--- config.mk ---
export PLATFORM = sky130hd
export DESIGN_NAME = stack_memory
export DESIGN_NICKNAME = d
export VERILOG_FILES = /design/src/rtl/stack_pkg.sv /design/src/rtl/stack_storage.sv /design/src/rtl/stack_memory.sv
export SDC_FILE = /design/constraint.sdc
export NUM_CORES = 1
export LEC_CHECK = 0
export CAP_MARGIN = 15
export CORE_MARGIN = 5
export CORE_UTILIZATION = 35
export CTS_CLUSTER_DIAMETER = 200
export DETAILED_ROUTE_END_ITERATION = 8
export DONT_BUFFER_PORTS = 1
export PLACE_DENSITY = 0.49
export SYNTH_ARGS = -nofsm -noshare
export SYNTH_HDL_FRONTEND = slang
export SYNTH_SLANG_ARGS = --single-unit
--- constraint.sdc ---
create_clock -name nclk -period 4.18 [get_ports nclk]
set_clock_uncertainty 0.15 [all_clocks]
set_input_delay 0.627 -clock nclk [delete_from_list [all_inputs] [get_ports nclk]]
set_output_delay 0.627 -clock nclk [all_outputs]
set_load 0.005 [all_outputs]
--- src/rtl/stack_pkg.sv ---
// -----------------------------------------------------------------------------
// stack_pkg
// Shared definitions for the LIFO stack: default geometry, the per-edge
// action encoding and the action decode helper.
// -----------------------------------------------------------------------------
package stack_pkg;

    localparam int unsigned STACK_WIDTH = 8;
    localparam int unsigned STACK_DEPTH = 16;

    // One action per falling edge. PUSH_FULL / POP_EMPTY are the illegal
    // requests: they leave sp and the array alone and only raise a flag.
    typedef enum logic [2:0] {
        HOLD,
        PUSH,
        POP,
        REPLACE,
        PUSH_FULL,
        POP_EMPTY
    } stack_op_e;

    // push+pop on an empty stack has no top to replace, so it becomes a push.
    function automatic stack_op_e stack_decode(
        input logic push,
        input logic pop,
        input logic full,
        input logic empty
    );
        stack_op_e op;
        unique case ({push, pop})
            2'b10:   op = full  ? PUSH_FULL : PUSH;
            2'b01:   op = empty ? POP_EMPTY : POP;
            2'b11:   op = empty ? PUSH      : REPLACE;
            default: op = HOLD;
        endcase
        return op;
    endfunction

endpackage

--- src/rtl/stack_storage.sv ---
// -----------------------------------------------------------------------------
// stack_storage
// Generic storage array: one synchronous write port clocked on the falling
// edge of nclk, one asynchronous (combinational) read port. Contents are not
// reset.
//
// Ports:
//   nclk     in   clock, writes on the falling edge
//   we       in   write enable
//   wr_addr  in   write address
//   wr_data  in   write data
//   rd_addr  in   read address
//   rd_data  out  word at rd_addr, zero latency
// -----------------------------------------------------------------------------
module stack_storage #(
    parameter  int unsigned WIDTH = 8,
    parameter  int unsigned DEPTH = 16,
    localparam int unsigned AW    = $clog2(DEPTH)
) (
    input  logic             nclk,
    input  logic             we,
    input  logic [AW-1:0]    wr_addr,
    input  logic [WIDTH-1:0] wr_data,
    input  logic [AW-1:0]    rd_addr,
    output logic [WIDTH-1:0] rd_data
);

    logic [WIDTH-1:0] mem [DEPTH];

    always_ff @(negedge nclk) begin
        if (we) begin
            mem[wr_addr] <= wr_data;
        end
    end

    assign rd_data = mem[rd_addr];

endmodule

--- src/rtl/stack_memory.sv ---
// -----------------------------------------------------------------------------
// stack_memory
// Parametrised LIFO stack for CALL/RET and PUSH/POP. State advances on the
// falling edge of nclk; status and top-of-stack are combinational.
//
// Optional feature macro: STACK_ERR_EN
//   defined   -> overflow/underflow sticky flags and err_clr exist
//   undefined -> those ports and registers are absent; illegal requests are
//                silently ignored
//
// Ports:
//   nclk       in   clock, state updates on the falling edge
//   nrst       in   asynchronous active-low reset
//   push       in   push request
//   pop        in   pop request (push+pop = replace top)
//   data_in    in   word to push / replacement value
//   top        out  top-of-stack word, 0 when empty
//   count      out  number of valid entries, 0..DEPTH
//   empty      out  count == 0
//   full       out  count == DEPTH
//   err_clr    in   clear both error flags            (STACK_ERR_EN only)
//   overflow   out  sticky push-when-full flag        (STACK_ERR_EN only)
//   underflow  out  sticky pop-when-empty flag        (STACK_ERR_EN only)
// -----------------------------------------------------------------------------
module stack_memory
    import stack_pkg::*;
#(
    parameter  int unsigned WIDTH = STACK_WIDTH,
    parameter  int unsigned DEPTH = STACK_DEPTH,
    localparam int unsigned AW    = $clog2(DEPTH)
) (
    input  logic             nclk,
    input  logic             nrst,
    input  logic             push,
    input  logic             pop,
    input  logic [WIDTH-1:0] data_in,
    output logic [WIDTH-1:0] top,
    output logic [AW:0]      count,
    output logic             empty,
    output logic             full
`ifdef STACK_ERR_EN
    ,
    input  logic             err_clr,
    output logic             overflow,
    output logic             underflow
`endif
);

    logic [AW:0]      sp;
    stack_op_e        op;
    logic             we;
    logic [AW-1:0]    wr_addr;
    logic [AW-1:0]    rd_addr;
    logic [WIDTH-1:0] rd_data;

    assign count   = sp;
    assign empty   = (sp == '0);
    assign full    = (sp == (AW+1)'(DEPTH));
    // Wraps to DEPTH-1 when empty; top is forced to 0 in that case.
    assign rd_addr = AW'(sp - 1'b1);
    assign top     = empty ? '0 : rd_data;

    always_comb begin
        op = stack_decode(push, pop, full, empty);
    end

    // A request arriving while reset is held must not touch the array either.
    always_comb begin
        we      = 1'b0;
        wr_addr = sp[AW-1:0];
        unique case (op)
            PUSH:    we = nrst;
            REPLACE: begin
                we      = nrst;
                wr_addr = rd_addr;
            end
            default: ;
        endcase
    end

    always_ff @(negedge nclk or negedge nrst) begin
        if (!nrst) begin
            sp <= '0;
        end else begin
            unique case (op)
                PUSH:    sp <= sp + 1'b1;
                POP:     sp <= sp - 1'b1;
                default: ;
            endcase
        end
    end

`ifdef STACK_ERR_EN
    // err_clr wins over a flag being set on the same edge.
    always_ff @(negedge nclk or negedge nrst) begin
        if (!nrst) begin
            overflow  <= 1'b0;
            underflow <= 1'b0;
        end else if (err_clr) begin
            overflow  <= 1'b0;
            underflow <= 1'b0;
        end else begin
            if (op == PUSH_FULL) overflow  <= 1'b1;
            if (op == POP_EMPTY) underflow <= 1'b1;
        end
    end
`endif

    stack_storage #(
        .WIDTH (WIDTH),
        .DEPTH (DEPTH)
    ) u_storage (
        .nclk    (nclk),
        .we      (we),
        .wr_addr (wr_addr),
        .wr_data (data_in),
        .rd_addr (rd_addr),
        .rd_data (rd_data)
    );

endmodule

# Word level (Yosys, flattened, before mapping)
# Memory sizes are Yosys's and may differ from the RTL's.
# Index checks and enable logic that the tools add are counted.
[totals] word_cells=24 output_inout_bits=15 register_bits=5 mem_count=1 mem_bits_rw=128 input_bits=12
[memory_table] name="u_storage.mem" depth=16 width=8 read_ports=1 rd_clocked_by_memory_dff=0 write_ports=1 line="stack_storage.sv:28" rtl="logic [WIDTH-1:0] mem [DEPTH];"
[classes] n_reduce_logical=3 addsub=2 n_mux=10 eq_ne=7
[ops] op="5-bit one-hot mux with 2 select lines" count=1
[ops] op="3-bit one-hot mux with 3 select lines" count=1
[ops] op="8-bit 2-to-1 mux" count=1
[ops] op="3-bit by 2-bit equality test with 1-bit output, second input constant" count=2
[ops] op="3-bit 2-to-1 mux" count=2
[ops] op="5-bit by 1-bit adder with 5-bit output, second input constant" count=1
[ops] op="5-bit equality test, second input constant" count=1
[ops] op="5-bit zero test" count=1
[ops] op="5-bit by 1-bit subtractor with 5-bit output, second input constant" count=1
[ops] op="2-bit equality test, second input constant" count=2
[ops] op="4-bit 2-to-1 mux" count=1
[ops] op="3-bit by 1-bit equality test with 1-bit output, second input constant" count=1
[ops] op="1-bit 2-to-1 mux" count=3
[ops] op="2-bit by 1-bit equality test with 1-bit output, second input constant" count=1
[ops] op="2-bit 2-to-1 mux" count=1
[ops] op="2-bit nonzero test" count=1
[ops] op="2-bit OR reduction" count=1

# Depth between registers and ports, before layout
[logic_depth] ltp_word=8 ltp_mapped=11 mapped_depth_nobuf=6

# By module
# Synthesis repeated with hierarchy kept, for this count alone.
[hier_totals] hier_cells=295 area_unflattened_um2=5577.8
[by_module_without_submodules] module="stack_storage" seq_area_each_um2=3843.7 cells_per_inst=222 area_per_inst_um2=4991.0 n_inst=1
[by_module_without_submodules] module="stack_memory" seq_area_each_um2=125.1 cells_per_inst=73 area_per_inst_um2=586.8 n_inst=1

==> results.json <==
{
  "synthesis.area_um2": 5570,
  "grt_use_total_pct": 16.2,
  "vias": 3401,
  "fp-row-count": 46,
  "cts_inserted_buffers": 17,
  "power.share.clock_pct": 28.4,
  "grt.overflow.total": 0,
  "slew_viol_final": 0,
  "synth_area_leaders": "edfxtp_1, mux4_2, mux2_2",
  "drive_above_1_share_pct": 35.5,
  "synthAdderAreaFrac_pct": 0.674,
  "wl_per_cell_um": 19.4,
  "htreeDepth": 4,
  "cts_buffer_depth": 2,
  "ys_types": 43,
  "drtPass1Iterations": 4,
  "maxCapViolCount": 0,
  "vias_per_cell": 4.80,
  "dr.first_iter.drc_count": 121,
  "diodes": 0,
  "synth_fp_nets": 305,
  "hold_ws_ns": 0.454,
  "fin_setup_tns_ns": -10.34,
  "grt_max_degree": 25,
  "crit_chain": "inv_4 > ha_4 > xor2_4 > buf_6 > buf_12 > mux4_2 > mux2_4 > a22o_4",
  "wl_mm": 13.7,
  "p_int_uw": 4190,
  "layout_common_cells": "inv_1, edfxtp_1, mux4_2, buf_4, buf_12",
  "path_class": "reg -> out",
  "critPathMaxStageDelay_ns": 0.51,
  "hp-class": "reg -> reg",
  "synth_compound_area_share_pct": 3.19,
  "cts_tree": "done",
  "tightest_slew_ns": 0.616,
  "synthArstFlopShare_pct": 3.76,
  "fp.dieArea_um2": 18500,
  "endpoint_kind": "primary output",
  "yosysSeqAreaShare_pct": 71.3,
  "stdcell_count": 709,
  "rsz0062_at_grt": "yes",
  "die_h_um": 136,
  "start_util_pct": 35.3,
  "muxShareOfSynthArea_pct": 16.7,
  "path_max_fanout": 6,
  "synth-simple-area-share_pct": 5.30,
  "outcome": "finished with violations",
  "cts.sinks": 133,
  "core_area_um2": 15800,
  "num_io_pins": 27,
  "die_w_um": 136,
  "power_density_nw_per_um2": 823,
  "swShare_pct": 35.9,
  "required_ns": 3.40,
  "max-vdd-ir-drop_mv": 0.466,
  "gp_congestion": 0.787,
  "cp_slowest_cell": "mux4_2",
  "relSlewSlack_pct": 58.8,
  "synth_top_cell_by_area": "edfxtp_1",
  "ys_warn_count": 0,
  "violations": "setup timing",
  "hold_violations": 0,
  "antenna_found_initial": 0,
  "synth_top_cell_area_share_pct": 69.0,
  "p_switching_uw": 2350,
  "remaining_drc_errors": 0,
  "startpoint_type": "register",
  "grt_pass1_vias": 3934,
  "synthFlopType": "edfxtp_1",
  "synth_seq_cells": 133,
  "nNetsFinal": 495,
  "layout_commonest_cell": "inv_1",
  "dpl.cell_count": 544,
  "hpwl_mm": 8.57,
  "place.port_buffers": 0,
  "fin_util_pct": 50.4,
  "grt_pass1_wl_mm": 21.1,
  "avgSynthCellArea_um2": 19.2,
  "share_comb_of_total_power_pct": 46.8,
  "fin_ws_ns": -1.26,
  "cts_root_buffer": "clkbuf_16",
  "clk_latency_ns": 0.41,
  "synthToLayoutAreaGrowth_pct": 42.9,
  "power.share.sequential_pct": 24.8,
  "synth_xor_area_share_pct": 1.24,
  "synth_edf_count": 128,
  "synth_top_family_by_area": "multiplexers",
  "clk_pin_slew_ns": 0.04,
  "synthCells": 290,
  "drtAntennaViolNets": 0,
  "leakagePower_uw": 0.00321,
  "setup_viol": 10,
  "crit_arrival_ns": 4.66
}
-- path summary, 6_finish.rpt --
kind,start,endpoint,slack (ns),cells past startpoint
hold reg to reg,count[4],count[4],0.45,2
setup reg to reg,count[0],u_storage.mem[5][3],1.39,11
max in group asynchronous,nrst,count[1],2.03,0
hold / removal,count[4],count[4],0.45,2
setup / recovery,count[0],top[6],-1.26,8
min in group asynchronous,nrst,count[2],1.74,0
-- final cells by class --
cell class	instances	area, um^2
Sequential cell	133	3970
Multi-Input combinational cell	138	1900
Clock buffer	17	425
Tap cell	216	270
Clock inverter	143	609
Inverter	3	13.8
Timing Repair Buffer	59	767
Fill cell	1416	7820
-- power groups by stage --
stage | combinational [uW] | sequential, uW | clock [uW]
after detailed placement | 2780 | 1640 | 183
after CTS | 2970 | 1620 | 1950
after global routing | 3250 | 1630 | 2120
after floorplan | 1850 | 1630 | 183
after global placement | 2790 | 1630 | 183
final | 3060 | 1620 | 1860
-- state kept, by name (all words and copies together) (netlist names) --
name	cells
u_storage.mem	128
count	5
-- stage by stage --
step           setup WS [ns]  instance area (um^2)  total power (uW)
2_1_floorplan          -1.25                  5960              3660
3_3_place_gp          -0.822                  6790              4610
3_5_place_dp          -0.823                  6790              4610
4_1_cts                -1.26                  7900              6540
5_1_grt                -1.33                  7950              6990
6_report               -1.26                  7950              6540
-- per-layer routing --
metal | GRT usage, % | routed length [um] | part of all wire (%)
met1 | 17.8 | 5860 | 43
met2 | 25.8 | 7100 | 52
met3 | 8.25 | 629 | 4.6
met4 | 8.06 | 156 | 1.1
met5 | 0 | 0 | 0
-- cell usage after synthesis, types with 2 or more instances --
master,count
inv_1,4
or3_1,3
a22o_1,8
clkbuf_1,7
o21ai_0,3
xnor2_1,4
nand2b_1,2
nor2_1,8
ha_1,3
mux2i_1,3
nor3_1,18
nor2b_1,2
xor2_1,2
dfrtn_1,5
mux4_2,32
nand3_1,2
buf_2,4
nor3b_1,3
and2_1,2
nand2_1,7
mux2_2,16
a31oi_1,3
edfxtp_1,128
buf_1,2
-- cells by family (layout without fill, tap and decap cells) --
family                     after synthesis  after routing
muxes                                   51             51
and+or+nand+nor                         54             54
DFF                                    133            133
adders and majority gates                3              3
xor gates and xnor gates                 7              7
AOI/OAI and AO/OA                       23             23
buffers and inverters                   19            222
-- worst max-delay path: cells and delay by family (launching register included) --
kind	cells	cell delay, ns
adder cells (fa/ha/maj)	1	0.17
AO/OA/AOI/OAI	1	0.26
flip-flops	1	0.45
multiplexers	2	0.79
XOR/XNOR	1	0.16
buffers and inverters	3	0.34
-- timing repair --
action / in CTS / in global routing
setup buffers: 2 / 3
endpoints found under the setup margin: 11 / 11
gates cloned: 1 / 1
hold buffers: 0 / 0
resized for setup: 8 / 5
endpoints found under the hold margin: 0 / 0
pin swaps: 1 / 1
Note: power is estimated with default switching activity, not from simulation.
